[config.mk]
export PLATFORM = sky130hd
export DESIGN_NAME = pmod_enc_ctrl_core
export DESIGN_NICKNAME = d
export VERILOG_FILES = /design/src/rtl/pmod_enc_pkg.sv /design/src/rtl/pmod_enc_ctrl_core_fifo.sv /design/src/rtl/pmod_enc_ctrl_core.sv
export SDC_FILE = /design/constraint.sdc
export NUM_CORES = 1
export LEC_CHECK = 0
export CORE_MARGIN = 4
export CORE_UTILIZATION = 35
export CTS_CLUSTER_DIAMETER = 120
export DETAILED_ROUTE_END_ITERATION = 8
export DONT_BUFFER_PORTS = 1
export PLACE_DENSITY_LB_ADDON = 0.25
export RECOVER_POWER = 50
export SLEW_MARGIN = 15
export SYNTH_ARGS = -nofsm -noshare
export SYNTH_HDL_FRONTEND = slang
export SYNTH_SLANG_ARGS = --single-unit
[constraint.sdc]
create_clock -name clk -period 8.4 [get_ports clk]
set_clock_uncertainty 0.2 [all_clocks]
set_input_delay 1.68 -clock clk [delete_from_list [all_inputs] [get_ports clk]]
set_output_delay 1.68 -clock clk [all_outputs]
set_load 0.05 [all_outputs]
[src/rtl/pmod_enc_pkg.sv]
// Shared definitions for the rotary-encoder controller: register map, bit positions, quad states.
package pmod_enc_pkg;

  localparam logic [2:0] ADDR_CTRL   = 3'd0;
  localparam logic [2:0] ADDR_STEP   = 3'd1;
  localparam logic [2:0] ADDR_MIN    = 3'd2;
  localparam logic [2:0] ADDR_MAX    = 3'd3;
  localparam logic [2:0] ADDR_POS    = 3'd4;
  localparam logic [2:0] ADDR_STATUS = 3'd5;
  localparam logic [2:0] ADDR_EVENT  = 3'd6;
  localparam logic [2:0] ADDR_CLEAR  = 3'd7;

  localparam int unsigned CTRL_EN     = 0;
  localparam int unsigned CTRL_WRAP   = 1;
  localparam int unsigned CTRL_IRQ_EN = 2;

  localparam int unsigned STAT_EMPTY = 5;
  localparam int unsigned STAT_FULL  = 6;
  localparam int unsigned STAT_OVF   = 7;
  localparam int unsigned STAT_QERR  = 8;
  localparam int unsigned STAT_BTN   = 9;

  localparam int unsigned CLR_OVF   = 0;
  localparam int unsigned CLR_QERR  = 1;
  localparam int unsigned CLR_FLUSH = 2;

  localparam int unsigned EVT_DIR = 31;
  localparam int unsigned EVT_BTN = 30;

  typedef enum logic [1:0] {
    Q00 = 2'b00,
    Q01 = 2'b01,
    Q11 = 2'b11,
    Q10 = 2'b10
  } quad_state_t;

endpackage

[src/rtl/pmod_enc_ctrl_core_fifo.sv]
// Synchronous step-event FIFO with flush; a push into a full FIFO only succeeds alongside a pop.
module enc_event_fifo #(
  parameter int unsigned WIDTH = 32,
  parameter int unsigned DEPTH = 8
) (
  input  logic                       clk,
  input  logic                       reset,
  input  logic                       push,
  input  logic                       pop,
  input  logic                       flush,
  input  logic [WIDTH-1:0]           din,
  output logic [WIDTH-1:0]           dout,
  output logic [$clog2(DEPTH):0]     count,
  output logic                       full,
  output logic                       empty
);

  localparam int unsigned AW = (DEPTH > 1) ? $clog2(DEPTH) : 1;
  localparam int unsigned CW = $clog2(DEPTH) + 1;

  logic [WIDTH-1:0] mem [DEPTH];
  logic [AW-1:0]    rd_ptr, wr_ptr;
  logic             pop_ok, push_ok;

  assign full    = (count == CW'(DEPTH));
  assign empty   = (count == '0);
  assign pop_ok  = pop & ~empty & ~flush;
  assign push_ok = push & (flush | ~full | pop_ok);
  assign dout    = mem[rd_ptr];

  always_ff @(posedge clk or posedge reset) begin
    if (reset) begin
      rd_ptr <= '0;
      wr_ptr <= '0;
      count  <= '0;
    end else if (flush) begin
      rd_ptr <= '0;
      wr_ptr <= push ? AW'(1) : '0;
      count  <= push ? CW'(1) : '0;
    end else begin
      if (pop_ok)  rd_ptr <= rd_ptr + AW'(1);
      if (push_ok) wr_ptr <= wr_ptr + AW'(1);
      count <= count + CW'(push_ok) - CW'(pop_ok);
    end
  end

  // Storage is not reset; entries are only visible once written.
  always_ff @(posedge clk) begin
    if (push_ok) mem[flush ? '0 : wr_ptr] <= din;
  end

endmodule

[src/rtl/pmod_enc_ctrl_core.sv]
// Quadrature encoder controller: detent decoding, clamped/wrapped position, event FIFO, register slot.
module pmod_enc_ctrl_core
  import pmod_enc_pkg::*;
#(
  parameter int unsigned CNT_W      = 16,
  parameter int unsigned FIFO_DEPTH = 8
) (
  input  logic        clk,
  input  logic        reset,
  input  logic        cs,
  input  logic        read,
  input  logic        write,
  input  logic [4:0]  addr,
  input  logic [31:0] wr_data,
  output logic [31:0] rd_data,
  input  logic        a_db,
  input  logic        b_db,
  input  logic        btn_db,
  output logic        irq
);

  localparam int unsigned FCW = $clog2(FIFO_DEPTH) + 1;
  localparam logic signed [2:0] PH_POS3 = 3'sd3;
  localparam logic signed [2:0] PH_NEG3 = -3'sd3;

  quad_state_t       q_state, q_next;
  logic [1:0]        ab;
  logic              cw_move, ccw_move, illegal;
  logic signed [2:0] phase_q, phase_n;
  logic              step_q, step_n, step_dir_q, step_dir_n;

  logic [2:0]        ctrl_q;
  logic [CNT_W-1:0]  step_r, min_r, max_r, pos_q, pos_step;
  logic              ovf_q, qerr_q;
  logic [15:0]       err_cnt_q;

  logic              wr_en, pos_wr, clr_wr, step_apply, pop_req, ovf_set;
  logic [CNT_W:0]    ext;
  logic              below, above;
  logic [31:0]       evt, fifo_head, status;
  logic [FCW-1:0]    fifo_count;
  logic              fifo_full, fifo_empty;
  logic              unused_bits;

  assign ab          = {a_db, b_db};
  assign unused_bits = &{1'b0, addr[4:3], wr_data[31:CNT_W]};

  // Quad state register: previous AB
  always_ff @(posedge clk or posedge reset) begin
    if (reset) begin
      q_state    <= Q00;
      phase_q    <= '0;
      step_q     <= 1'b0;
      step_dir_q <= 1'b0;
    end else begin
      q_state    <= q_next;
      phase_q    <= phase_n;
      step_q     <= step_n;
      step_dir_q <= step_dir_n;
    end
  end

  // Transition decode and phase accumulation
  always_comb begin
    q_next     = quad_state_t'(ab);
    cw_move    = 1'b0;
    ccw_move   = 1'b0;
    illegal    = ((q_state ^ ab) == 2'b11);
    phase_n    = phase_q;
    step_n     = 1'b0;
    step_dir_n = 1'b0;
    case (q_state)
      Q00: begin cw_move = (ab == Q01); ccw_move = (ab == Q10); end
      Q01: begin cw_move = (ab == Q11); ccw_move = (ab == Q00); end
      Q11: begin cw_move = (ab == Q10); ccw_move = (ab == Q01); end
      Q10: begin cw_move = (ab == Q00); ccw_move = (ab == Q11); end
      default: ;
    endcase
    if (!ctrl_q[CTRL_EN] || illegal) begin
      phase_n = '0;
    end else if (cw_move) begin
      if (phase_q == PH_POS3) begin
        phase_n    = '0;
        step_n     = 1'b1;
        step_dir_n = 1'b1;
      end else begin
        phase_n = phase_q + 3'sd1;
      end
    end else if (ccw_move) begin
      if (phase_q == PH_NEG3) begin
        phase_n = '0;
        step_n  = 1'b1;
      end else begin
        phase_n = phase_q - 3'sd1;
      end
    end
  end

  assign wr_en      = cs & write;
  assign pos_wr     = wr_en & (addr[2:0] == ADDR_POS);
  assign clr_wr     = wr_en & (addr[2:0] == ADDR_CLEAR);
  assign pop_req    = cs & read & (addr[2:0] == ADDR_EVENT);
  assign step_apply = step_q & ctrl_q[CTRL_EN] & ~pos_wr;

  // Step arithmetic with one guard bit, then saturate or one-step wrap
  always_comb begin
    if (step_dir_q) begin
      ext   = {1'b0, pos_q} + {1'b0, step_r};
      below = (ext < {1'b0, min_r});
      above = (ext > {1'b0, max_r});
    end else begin
      ext   = {1'b0, pos_q} - {1'b0, step_r};
      below = ext[CNT_W] | (ext[CNT_W-1:0] < min_r);
      above = ~ext[CNT_W] & (ext[CNT_W-1:0] > max_r);
    end
    if (below)      pos_step = ctrl_q[CTRL_WRAP] ? max_r : min_r;
    else if (above) pos_step = ctrl_q[CTRL_WRAP] ? min_r : max_r;
    else            pos_step = ext[CNT_W-1:0];
  end

  always_comb begin
    evt                = '0;
    evt[EVT_DIR]       = step_dir_q;
    evt[EVT_BTN]       = btn_db;
    evt[CNT_W-1:0]     = pos_step;
  end

  assign ovf_set = step_apply & fifo_full & ~pop_req & ~(clr_wr & wr_data[CLR_FLUSH]);

  // Register file and sticky status
  always_ff @(posedge clk or posedge reset) begin
    if (reset) begin
      ctrl_q    <= '0;
      step_r    <= CNT_W'(1);
      min_r     <= '0;
      max_r     <= '1;
      pos_q     <= '0;
      ovf_q     <= 1'b0;
      qerr_q    <= 1'b0;
      err_cnt_q <= '0;
    end else begin
      if (wr_en && addr[2:0] == ADDR_CTRL) ctrl_q <= wr_data[2:0];
      if (wr_en && addr[2:0] == ADDR_STEP) step_r <= wr_data[CNT_W-1:0];
      if (wr_en && addr[2:0] == ADDR_MIN)  min_r  <= wr_data[CNT_W-1:0];
      if (wr_en && addr[2:0] == ADDR_MAX)  max_r  <= wr_data[CNT_W-1:0];
      if (pos_wr)          pos_q <= wr_data[CNT_W-1:0];
      else if (step_apply) pos_q <= pos_step;
      if (ovf_set)                         ovf_q <= 1'b1;
      else if (clr_wr && wr_data[CLR_OVF]) ovf_q <= 1'b0;
      if (illegal) begin
        qerr_q <= 1'b1;
        if (err_cnt_q != 16'hFFFF) err_cnt_q <= err_cnt_q + 16'd1;
      end else if (clr_wr && wr_data[CLR_QERR]) begin
        qerr_q    <= 1'b0;
        err_cnt_q <= '0;
      end
    end
  end

  enc_event_fifo #(
    .WIDTH (32),
    .DEPTH (FIFO_DEPTH)
  ) u_fifo (
    .clk   (clk),
    .reset (reset),
    .push  (step_apply),
    .pop   (pop_req),
    .flush (clr_wr & wr_data[CLR_FLUSH]),
    .din   (evt),
    .dout  (fifo_head),
    .count (fifo_count),
    .full  (fifo_full),
    .empty (fifo_empty)
  );

  always_comb begin
    status             = '0;
    status[4:0]        = 5'(fifo_count);
    status[STAT_EMPTY] = fifo_empty;
    status[STAT_FULL]  = fifo_full;
    status[STAT_OVF]   = ovf_q;
    status[STAT_QERR]  = qerr_q;
    status[STAT_BTN]   = btn_db;
    status[31:16]      = err_cnt_q;
  end

  // Combinational read mux
  always_comb begin
    rd_data = '0;
    case (addr[2:0])
      ADDR_CTRL:   rd_data = 32'(ctrl_q);
      ADDR_STEP:   rd_data = 32'(step_r);
      ADDR_MIN:    rd_data = 32'(min_r);
      ADDR_MAX:    rd_data = 32'(max_r);
      ADDR_POS:    rd_data = 32'(pos_q);
      ADDR_STATUS: rd_data = status;
      ADDR_EVENT:  rd_data = fifo_empty ? 32'd0 : fifo_head;
      default:     rd_data = '0;
    endcase
  end

  assign irq = ctrl_q[CTRL_IRQ_EN] & (~fifo_empty | ovf_q);

endmodule
**Word level (Yosys, flattened, before mapping)**

Memory sizes are Yosys's and may differ from the RTL's.
Index checks and enable logic that the tools add are counted.
W data, S select, Z words.

- Register bits: 102
- Latch bits: 0
- RAM bits: 144
- Memory bits (read-only): 0
- Input bits: 45
- Output and inout bits: 33
- Word-level logic and storage cells: 136
- Memories: 1

- Add/subtract/negate cells: 9
- Multipliers: 0
- Divide/modulo/power cells: 0
- Order comparisons: 4
- Equal/unequal tests: 19
- Shift operators: 0
- Mux-type cells: 42
- Bitwise gates (word level): 27
- Reduce and logical (&&, ||, !) cells: 19

Memory list:

| memory | depth | width | rd ports | clocked after Yosys merged registers in | wr ports | RTL line | text |
|---|---|---|---|---|---|---|---|
| u_fifo.mem | 8 | 18 | 1 | 0 | 1 | pmod_enc_ctrl_core_fifo.sv:21 | `logic [WIDTH-1:0] mem [DEPTH];` |

Operators by type and width:

| operator | count |
|---|---|
| $pmux W32 S7 | 1 |
| $mux W16 | 10 |
| $mux W32 | 1 |
| $mux W3 | 10 |
| $eq A3 B3 Y1 const B | 6 |
| $add A16 B16 Y17 | 1 |
| $gt A17 B16 Y1 | 1 |
| $lt A17 B16 Y1 | 1 |
| $mux W1 | 17 |
| $sub A16 B16 Y17 | 1 |
| $add A16 B1 Y16 const B | 1 |
| $and A1 B1 Y1 | 16 |
| $gt A16 B16 Y1 | 1 |
| $lt A16 B16 Y1 | 1 |
| $ne A16 B16 Y1 const B | 1 |
| $eq A2 B2 Y1 const B | 5 |
| $reduce_bool A2 Y1 | 5 |
| $pmux W1 S4 | 2 |
| $add A3 B1 Y3 const B | 2 |
| $eq A3 B2 Y1 const B | 2 |
| $logic_and A1 B1 Y1 | 6 |
| $not A1 Y1 | 6 |
| $add A4 B1 Y4 | 1 |
| $eq A2 B1 Y1 const B | 2 |
| 16 further kinds | 20 |

**Depth between registers and ports, before layout**

Gate-level depths: netlist of run 1.

- Word-level depth: 10
- Depth in mapped cells: 22
- Gate-level depth less buffers: 20

**Cells and area by module**

Synthesis of run 1 repeated with hierarchy kept, for this count alone.

- Cells, all modules: 1,500
- Area, all modules: 19,083.3 µm²

Modules (own cells, without submodules):

| module | instances | cells an instance | area each (µm²) | sequential area each (µm²) |
|---|---|---|---|---|
| enc_event_fifo | 1 | 457 | 10,388.7 | 7,937.6 |
| pmod_enc_ctrl_core | 1 | 1,043 | 8,694.6 | 2,323.5 |

**Worst setup path after synthesis of run 1**

No wires, ideal clock.

- Path kind: input port to output port
- Start point: input addr[0]
- End point: output rd_data[15]
- Arrival: 3,420 ps
- Required time: 6,520 ps
- Path slack: 3,100 ps
- Stages on the path: 6
- Buffers on the path: 2
- Cells stage by stage: buf_1 -> clkbuf_1 -> nand2_1 -> o21ai_0 -> a22oi_1 -> o221ai_1

- Cells in the longest elaborated chain, start to end: 2
- Elaborated cells on any way between the ends: 8
- Classes of those cells: 6 x eq/ne; 1 x mux; 1 x reduce/logical

Ends and longest elaborated chain:

| element | RTL line | text |
|---|---|---|
| start: declaration | pmod_enc_ctrl_core.sv:13 | `input logic [4:0] addr,` |
| $eq A3 B3 Y1 (tied with other cells) | pmod_enc_ctrl_core.sv:190 | `case (addr[2:0])` |
| $pmux W32 S7 * | pmod_enc_ctrl_core.sv:190 |  |
| end: declaration | pmod_enc_ctrl_core.sv:15 | `output logic [31:0] rd_data,` |

Every way passes the cells marked *; elsewhere a longest branch is shown, timed or not.

**Final worst setup path of run 1**

- Start point: register step_r[1]
- End point: memory u_fifo.mem[2][11] (netlist bit) (data pin)

- Cells in the longest elaborated chain, start to end: 6
- Elaborated cells on any way between the ends: 14
- Classes of those cells: 2 x add/sub; 4 x order compare; 5 x mux; 3 x bitwise

Ends and longest elaborated chain:

| element | RTL line | text |
|---|---|---|
| start: declaration | pmod_enc_ctrl_core.sv:33 | `logic [CNT_W-1:0] step_r, min_r, max_r, pos_q, pos_step;` |
| start signal: assignment | pmod_enc_ctrl_core.sv:143 | `if (wr_en && addr[2:0] == ADDR_STEP) step_r <= wr_data[CNT_W-1:0];` |
| $sub A16 B16 Y17 | pmod_enc_ctrl_core.sv:112 | `ext = {1'b0, pos_q} - {1'b0, step_r};` |
| $gt A16 B16 Y1 or $not A1 Y1 (tied branches) | pmod_enc_ctrl_core.sv:114 | `above = ~ext[CNT_W] & (ext[CNT_W-1:0] > max_r);` |
| $and A1 B1 Y1 | pmod_enc_ctrl_core.sv:114 |  |
| $mux W1 | pmod_enc_ctrl_core.sv:107 | `if (step_dir_q) begin` |
| $mux W16 | pmod_enc_ctrl_core.sv:117 | `else if (above) pos_step = ctrl_q[CTRL_WRAP] ? min_r : max_r;` |
| $mux W16 * | pmod_enc_ctrl_core.sv:116 | `if (below) pos_step = ctrl_q[CTRL_WRAP] ? max_r : min_r;` |
| named net pos_step[11] | pmod_enc_ctrl_core.sv:33 |  |
| end: declaration | pmod_enc_ctrl_core_fifo.sv:21 |  |

Mark *: on every way through the listed nets, which the timed path passes. The rest lies on a longest branch.

==> results.json, run 1 <==
{
  "status": "finished with violations",
  "violations": "capacitance limit, slew limit",
  "dpl.hpwl_um": 28400,
  "core_area_um2": 40100,
  "synthDistinctLibCells": 69,
  "drive_above_1_share": 0.121,
  "tightest_slew_ns": 3.48,
  "place_ws_ns": 2.38,
  "synth_area_leaders": "edfxtp_1 (30%), dfrtp_1 (15%), ha_1 (9.2%)",
  "synth_top_family_by_area": "compound AO/OA/AOI/OAI gates",
  "antenna_found_initial": 0,
  "tns_ns": 0,
  "routed_via_density": 5.44,
  "initial_core_util": 0.358,
  "ctsHtreeMaxLevel": 1,
  "worstSetupPathType": "reg2reg",
  "synthTopCellsByCount": "edfxtp_1 (144), nor2_1 (123), nand2_1 (110)",
  "r2r_end": "u_fifo.mem[2][11]",
  "routedWlPerCell_um": 21.2,
  "cts_hold_repair.buffers": 0,
  "synth-compound-area-share": 0.132,
  "synth_edf_count": 144,
  "critPathMaxFanout": 24,
  "timing.rr.start": "step_r[1]",
  "routed_wirelength_um": 38900,
  "ctsRootBufferMaster": "clkbuf_16",
  "finalMaxSlewViolations": 140,
  "clock_latency_ns": 0.53,
  "synthAdderAreaFrac": 0.0967,
  "die_w_um": 210,
  "remaining_drc_errors": 0,
  "gp_congestion": 0.886,
  "rows": 73,
  "area_growth_pct": 9.27,
  "cts_resized": 0,
  "worst_hold_slack_ns": 0.364,
  "hold_path_depth": 2,
  "cp-end-kind": "flop",
  "drtPass1Iterations": 5,
  "synth_top_flop_cell": "edfxtp_1",
  "ant_nets": 0,
  "hold_end": "err_cnt_q[11]",
  "antenna_cells": 0,
  "yosysWarningCount": 0,
  "reg2reg_slack_ns": 2.32,
  "yosysTopAreaCell": "edfxtp_1",
  "power_density_nw_per_um2": 365,
  "muxShareOfSynthArea": 0.108,
  "die_area_um2": 44300,
  "clock_sinks": 246,
  "leakagePower_nw": 5.99,
  "nets": 1448,
  "min_from": "err_cnt_q[11]",
  "avgSynthCellArea_um2": 11.1,
  "drt_iter0_drc": 670,
  "peakVddDrop_mv": 0.152,
  "yosysMostFrequentCell": "edfxtp_1",
  "synth_xor_area_frac": 0.0324,
  "hold_violations": 0,
  "finalNonFillerCells": 1834,
  "worstPathRequired_ns": 8.43,
  "yosysSeqAreaShare": 0.481,
  "place_inst": 1792,
  "synthSimpleGateAreaFrac": 0.114,
  "place_area_um2": 15000,
  "rsz0062_at_grt": "false",
  "regArea_um2": 6900,
  "synth.top_cell.area_share": 0.301,
  "ys_seq_elements": 246,
  "finalSetupViolCount": 0,
  "multi_input_area_um2": 6950,
  "cts_tree": "yes",
  "die_height_um": 210,
  "grtUsageTotal": 0.171,
  "grt_pass1_wl_um": 59500,
  "cts_setup_buffers": 0,
  "grt_pass1_vias": 9993,
  "period_minus_slack_ns": 6.08,
  "clockBufferDepth": 3,
  "hold_class": "reg2reg",
  "min_period_over_period": 0.724,
  "routed-via-count": 9980,
  "grt_max_degree": 64,
  "syn_inst": 1297,
  "reg2reg_depth": 19,
  "io_pins": 78,
  "portBuffers": 0,
  "final_area_um2": 15700,
  "syn-cell-area_um2": 14300,
  "drv_cap": 3,
  "start_kind": "flop",
  "fillCellCount": 3811,
  "cts_inserted_buffers": 25,
  "async_flop_share": 0.415,
  "crit_arrival_ns": 6.12,
  "synth_fp_nets": 1451,
  "max_clock_freq_ghz": 0.164,
  "overflow": 0,
  "slew_headroom": -1.32,
  "fin_ws_ns": 2.32,
  "path_clk_slew_ns": 0.06
}
## critical path: stages, from the launching register on
cell     delay [ns]
dfrtp_1        0.49
inv_1          0.12
ha_1           0.31
nor2b_1        0.15
o31ai_1        0.42
a21oi_1        0.22
a21oi_1        0.33
o21ai_0        0.17
a21o_1         0.24
xor2_1         0.20
ha_1           0.28
a21oi_1        0.13
o21ai_0        0.16
or2_2          0.32
a21oi_1        0.14
a31oi_1        0.10
nand4_1        0.20
a21o_1         0.72
o22ai_1        0.27
a21oi_1        0.61
## flip-flops by register name (all words and copies together), names as in the netlist
name and flops:
ctrl_q 3, err_cnt_q 16, max_r 16, min_r 16
ovf_q 1, phase_q 3, pos_q 16, q_state 2
qerr_q 1, step_dir_q 1, step_q 1, step_r 16
u_fifo.count 4, u_fifo.mem 144, u_fifo.rd_ptr 3, u_fifo.wr_ptr 3
## layout make-up
class | count | share of cell area
Tap cell | 525 | 0.0419
Inverter | 74 | 0.0178
Timing Repair Buffer | 25 | 0.0101
Clock buffer | 30 | 0.0411
Clock inverter | 12 | 0.00559
Sequential cell | 246 | 0.440
Multi-Input combinational cell | 922 | 0.443
## cells in the final DEF, fill, tap and decap left out, types with 33 or more instances in the layout
master / netlist / final
nor2_1: 123 / 115
edfxtp_1: 144 / 144
a21oi_1: 71 / 71
xnor2_1: 33 / 33
ha_1: 106 / 106
inv_1: 73 / 72
nand2_1: 110 / 110
o21ai_0: 90 / 84
dfrtp_1: 85 / 84
mux4_2: 39 / 39
## per-stage QoR
| stage | util | power [mW] |
|---|---|---|
| finish | 0.391 | 5.72 |
| global route | 0.391 | 6.16 |
| CTS | 0.392 | 5.74 |
| detailed placement | 0.373 | 4.68 |
| global placement | 0.373 | 4.63 |
| floorplan | - | 3.91 |
## how the worst max path moves through the flow
stage          slack, ns           endpoint  cells past startpoint  startpoint
2_1_floorplan       3.10        rd_data[15]                      6     addr[0]
3_3_place_gp        2.46  u_fifo.mem[2][11]                     18   step_r[6]
3_5_place_dp        2.38  u_fifo.mem[1][11]                     18   step_r[5]
4_1_cts             2.33  u_fifo.mem[1][11]                     18   step_r[5]
5_1_grt             1.82  u_fifo.mem[2][11]                     19   step_r[1]
6_report            2.32  u_fifo.mem[2][11]                     19   step_r[1]
## cell families after synthesis
logic type,Yosys count
compound gates,300
fa+ha+maj,109
mux,102
buf+inv,129
simple gates,358
xor+xnor,53
flops,246
## routing by layer
layer | track usage | wire [um] | up-vias
li1 | - | - | 4767
met1 | 0.239 | 18000 | 4961
met2 | 0.282 | 18300 | 193
met3 | 0.0234 | 1660 | 59
met4 | 0.0452 | 1020 | 0
met5 | 0 | 0 | -
## power breakdown
part	total, mW	leakage [nW]	internal [mW]	switching (mW)
clock network	1.04	0.363	0.574	0.463
registers	1.85	2.52	1.69	0.156
logic	2.84	3.10	1.03	1.81
Power figures use the tool's default switching activity.
==> run 2: changes to the inputs <==
==> constraint.sdc (replaced) <==
create_clock -name clk -period 5.1 [get_ports clk]
set_clock_uncertainty 0.2 [all_clocks]
set_input_delay 1.02 -clock clk [delete_from_list [all_inputs] [get_ports clk]]
set_output_delay 1.02 -clock clk [all_outputs]
set_load 0.05 [all_outputs]
==> results.json, run 2 (synthesis results as in run 1) <==
{
  "status": "finished with violations",
  "violations": "capacitance limit, slew limit",
  "portBuffers": 0,
  "finalSetupViolCount": 0,
  "ant_nets": 0,
  "core_area_um2": 40100,
  "nets": 1576,
  "worst_hold_slack_ns": 0.322,
  "path_cells": "ha_2, fa_2, nand2b_1, a211o_1, buf_4, a311oi_4, or3_1, a21oi_2, xnor2_2, ha_1, nand4_1, nor3_1, buf_4, o31a_1, o31ai_4, o211ai_1, nand4_1, buf_4, o21a_4, buf_4, o22ai_2, nor2_4",
  "clockBufferDepth": 3,
  "grt_pass1_vias": 10400,
  "routed_wirelength_um": 41500,
  "final_cell_mix": "edfxtp_1 (144), buf_4 (140), nand2_1 (108)",
  "final_common_cell": "edfxtp_1",
  "remaining_drc_errors": 0,
  "finalMaxSlewViolations": 73,
  "rsz0062_at_grt": "true",
  "gp_congestion": 0.891,
  "critPathMaxFanout": 8,
  "drt_iter0_drc": 755,
  "clock_sinks": 246,
  "crit_arrival_ns": 5.06,
  "cp-end-kind": "flop",
  "grt_pass1_wl_um": 62000,
  "routedWlPerCell_um": 21.1,
  "peakVddDrop_mv": 0.259,
  "cpMostUsedCell": "buf_4",
  "io_pins": 78,
  "period_minus_slack_ns": 4.99,
  "path_clk_slew_ns": 0.06,
  "dpl.hpwl_um": 30600,
  "overflow": 0,
  "largest_reg_flops": 144,
  "power_density_nw_per_um2": 648,
  "cts_inserted_buffers": 25,
  "cts_tree": "yes",
  "place_inst": 1914,
  "worstSetupPathType": "reg2reg",
  "critPathMaxStageDelay_ns": 0.55,
  "initial_core_util": 0.358,
  "hold_violations": 0,
  "leakagePower_nw": 6.74,
  "drtPass1Iterations": 5,
  "ctsHtreeMaxLevel": 1,
  "grt_max_degree": 73,
  "cpMaxStageDelayCell": "dfstp_2",
  "die_area_um2": 44300,
  "max_flop_register": "u_fifo.mem",
  "worstPathRequired_ns": 5.18,
  "antenna_cells": 0,
  "area_growth_pct": 19.2,
  "drv_cap": 1,
  "clock_latency_ns": 0.55,
  "antenna_found_initial": 0,
  "die_w_um": 210,
  "routed_via_density": 5.40,
  "max_clock_freq_ghz": 0.201,
  "routed-via-count": 10600,
  "tightest_slew_ns": 3.31,
  "slew_headroom": -1.22,
  "min_period_over_period": 0.978,
  "finalNonFillerCells": 1965,
  "rows": 73,
  "hold_class": "in2reg",
  "grtUsageTotal": 0.180,
  "ctsRootBufferMaster": "clkbuf_16",
  "drive_above_1_share": 0.238,
  "start_kind": "flop",
  "die_height_um": 210
}
-- run 2: changes by cell type in the layout (fill, tap and decap cells not counted), moves of 5 or more --
cell | before | now
nor2_4 | 2 | 12
clkbuf_1 | 13 | 8
a21oi_1 | 71 | 66
o22ai_1 | 10 | 5
o21ai_0 | 84 | 78
nor2_2 | 6 | 12
nor2_1 | 115 | 99
o22ai_4 | 0 | 5
buf_4 | 17 | 140
-- run 2: worst paths after layout --
kind | from | slack (ns) | endpoint | cells after the start
worst max-delay path | step_r[0] | 0.11 | u_fifo.mem[2][12] | 22
worst min-delay path | b_db | 0.32 | q_state[0] | 0
worst max register to register | step_r[0] | 0.11 | u_fifo.mem[2][12] | 22
worst min register to register | err_cnt_q[11] | 0.37 | err_cnt_q[11] | 2
max in group asynchronous | reset | 1.59 | pos_q[0] | 2
min in group asynchronous | reset | 1.13 | err_cnt_q[3] | 1
-- run 2: worst max-delay path, delay by kind of cell (launching register included) --
kind	cells	cell delay (ns)
adder cells (fa/ha/maj)	3	0.74
XOR/XNOR	1	0.16
buffers and inverters	4	0.69
flip-flops	1	0.55
AO/OA/AOI/OAI	8	1.61
AND/OR/NAND/NOR	6	0.78
-- run 2: layout make-up --
class                   count  area, um^2
clock buffers              27         633
clock inverters            18         191
fillers                  3686       23000
inverters                  74         279
multi-input cells         923        7270
flip-flops and latches    246        6900
well taps                 525         657
repair buffers            152        1160
-- run 2: per-layer routing --
layer	routed length, um	up-vias	share of wire	GRT usage
li1	-	5019	-	-
met1	18800	5296	0.45	0.251
met2	20000	233	0.48	0.302
met3	1620	61	0.039	0.0192
met4	1080	0	0.026	0.0492
met5	0	-	0	0
-- run 2: stage by stage --
stage	area, um^2	TNS, ns	utilization	setup WS [ns]	power [mW]
floorplan	14300	0	-	0.449	6.44
global placement	15900	-33.83	0.398	-0.337	8.43
detailed placement	15900	-44.59	0.398	-0.436	8.56
CTS	16900	0	0.421	0.00226	10.6
global route	17100	-3.40	0.426	-0.0741	11.8
finish	17100	0	0.426	0.114	11.1
-- run 2: repair_timing --
item,4_1_cts,5_1_grt
hold buffers,0,0
endpoints found under the setup margin,135,142
gates cloned,0,1
pin swaps,0,3
setup buffers,2,3
resized for setup,29,48
-- run 2: power breakdown --
part,total [mW],switching (mW),leakage [nW],internal (mW)
Combinational,6.21,3.56,3.83,2.65
Sequential,3.02,0.247,2.52,2.78
Clock,1.85,0.789,0.394,1.06
==> run 3: changes to the inputs <==
--- a/config.mk
+++ b/config.mk
@@ -6,7 +6,7 @@
 export NUM_CORES = 1
 export LEC_CHECK = 0
 export CORE_MARGIN = 4
-export CORE_UTILIZATION = 35
+export CORE_UTILIZATION = 57
 export CTS_CLUSTER_DIAMETER = 120
 export DETAILED_ROUTE_END_ITERATION = 8
 export DONT_BUFFER_PORTS = 1
==> constraint.sdc (replaced) <==
create_clock -name clk -period 5.1 [get_ports clk]
set_clock_uncertainty 0.2 [all_clocks]
set_input_delay 1.02 -clock clk [delete_from_list [all_inputs] [get_ports clk]]
set_output_delay 1.02 -clock clk [all_outputs]
set_load 0.005 [all_outputs]
==> results.json, run 3 (synthesis results as in run 1) <==
{
  "max_clock_freq_ghz": 0.201,
  "finalMaxSlewViolations": 137,
  "remaining_drc_errors": 0,
  "grt_pass1_vias": 10300,
  "die_w_um": 167,
  "die_area_um2": 27800,
  "clock_latency_ns": 0.53,
  "cpMaxStageDelayCell": "dfrtp_1",
  "cp-end-kind": "flop",
  "grt_pass1_wl_um": 59500,
  "die_height_um": 167,
  "final_common_cell": "edfxtp_1",
  "final_cell_mix": "edfxtp_1 (144), nand2_1 (108), ha_1 (105)",
  "leakagePower_nw": 6.56,
  "drv_cap": 3,
  "hold_class": "in2reg",
  "timing.rr.start": "pos_q[6]",
  "slew_headroom": -1.25,
  "ctsRootBufferMaster": "clkbuf_16",
  "violations": "capacitance limit, slew limit",
  "routed_via_density": 6.28,
  "finalNonFillerCells": 1730,
  "cts_tree": "yes",
  "worstPathRequired_ns": 5.16,
  "min_from": "b_db",
  "path_clk_slew_ns": 0.06,
  "routed_wirelength_um": 39100,
  "grtUsageTotal": 0.271,
  "fillCellCount": 1819,
  "regArea_um2": 6900,
  "cts_inserted_buffers": 26,
  "clock_sinks": 246,
  "cts_hold_repair.buffers": 0,
  "tightest_slew_ns": 3.35,
  "place_ws_ns": -0.174,
  "ant_nets": 0,
  "critPathMaxStageDelay_ns": 0.40,
  "path_cells": "ha_1, or3_4, a211o_1, buf_6, a311oi_4, or3_1, a21oi_2, xnor2_2, ha_1, nand4_1, nor3_2, buf_4, o31a_1, o31ai_2, o211ai_1, nand4_1, buf_6, o21a_4, buf_4, o22ai_4, nor2_4",
  "antenna_found_initial": 0,
  "gp_congestion": 0.898,
  "min_period_over_period": 0.977,
  "core_area_um2": 24500,
  "ctsHtreeMaxLevel": 1,
  "crit_path_start": "pos_q[6]",
  "utilization": 0.674,
  "overflow": 0,
  "drt_iter0_drc": 1283,
  "portBuffers": 0,
  "critPathMaxFanout": 8,
  "power_density_nw_per_um2": 641,
  "dpl.hpwl_um": 28100,
  "fin_ws_ns": 0.117,
  "area_growth_pct": 15.3,
  "routedWlPerCell_um": 22.6,
  "drtPass1Iterations": 5,
  "peakVddDrop_mv": 0.374,
  "hold_violations": 0,
  "worstSetupPathType": "reg2reg",
  "drive_above_1_share": 0.216,
  "clockBufferDepth": 3,
  "grt_max_degree": 75,
  "crit_arrival_ns": 5.04,
  "path_buf_inv": 4,
  "initial_core_util": 0.585,
  "multi_input_area_um2": 7260,
  "largest_reg_flops": 144,
  "rows": 57,
  "worst_hold_slack_ns": 0.323,
  "max_flop_register": "u_fifo.mem",
  "nets": 1542,
  "io_pins": 78,
  "finalSetupViolCount": 0,
  "period_minus_slack_ns": 4.98,
  "antenna_cells": 0,
  "routed-via-count": 10900,
  "power_mw": 10.6,
  "status": "finished with violations",
  "critPathTopFamily": "compound AO/OA/AOI/OAI gates",
  "place_inst": 1674,
  "start_kind": "flop"
}
run 3: cell types whose count changed in the layout (fill, tap and decap cells not counted), sizes merged:
| cell | change |
|---|---|
| bufinv | -2 |
| clkinvlp | -4 |
| clkbuf | +8 |
| clkinv | +4 |
| inv | -2 |
| buf | -38 |
run 3: final timing paths:
| path | end | slack (ns) | depth (start not counted) |
|---|---|---|---|
| worst min-delay path | q_state[0] | 0.32 | 0 |
| worst max-delay path | u_fifo.mem[7][7] | 0.12 | 21 |
| worst min register to register | err_cnt_q[9] | 0.36 | 2 |
| max in group asynchronous | u_fifo.rd_ptr[0] | 0.99 | 2 |
| min in group asynchronous | err_cnt_q[2] | 1.14 | 1 |
| worst max register to register | u_fifo.mem[7][7] | 0.12 | 21 |
run 3: per-layer routing:
layer  global-route usage  share of wire  vias to the layer above
li1                     -              -                     4956
met1                0.388           0.42                     5342
met2                0.433           0.47                      466
met3               0.0453          0.072                       95
met4               0.0754          0.032                        0
met5                    0              0                        -
run 3: repair_timing:
action | 4_1_cts | 5_1_grt
gates cloned | 0 | 1
pin swaps | 0 | 18
resized for setup | 15 | 61
setup buffers | 0 | 9
endpoints found under the setup margin | 120 | 142
endpoints found under the hold margin | 0 | 0
run 3: layout make-up:
type / instances / share of cell area
flip-flops and latches: 246 / 0.417
inverters: 74 / 0.0169
clock buffers: 32 / 0.0432
multi-input cells: 923 / 0.439
well taps: 324 / 0.0245
repair buffers: 117 / 0.0529
clock inverters: 14 / 0.00598
run 3: power by group:
part | switching [mW] | internal (mW) | total [mW]
clock | 0.756 | 1.04 | 1.80
combinational | 3.30 | 2.45 | 5.75
sequential | 0.265 | 2.78 | 3.04
run 3: per-stage QoR:
step | cell area (um^2) | setup TNS (ns)
4_1_cts | 16200 | 0
3_3_place_gp | 15400 | -2.30
2_1_floorplan | 14300 | 0
5_1_grt | 16500 | -6.55
6_report | 16500 | 0
3_5_place_dp | 15400 | -10.22
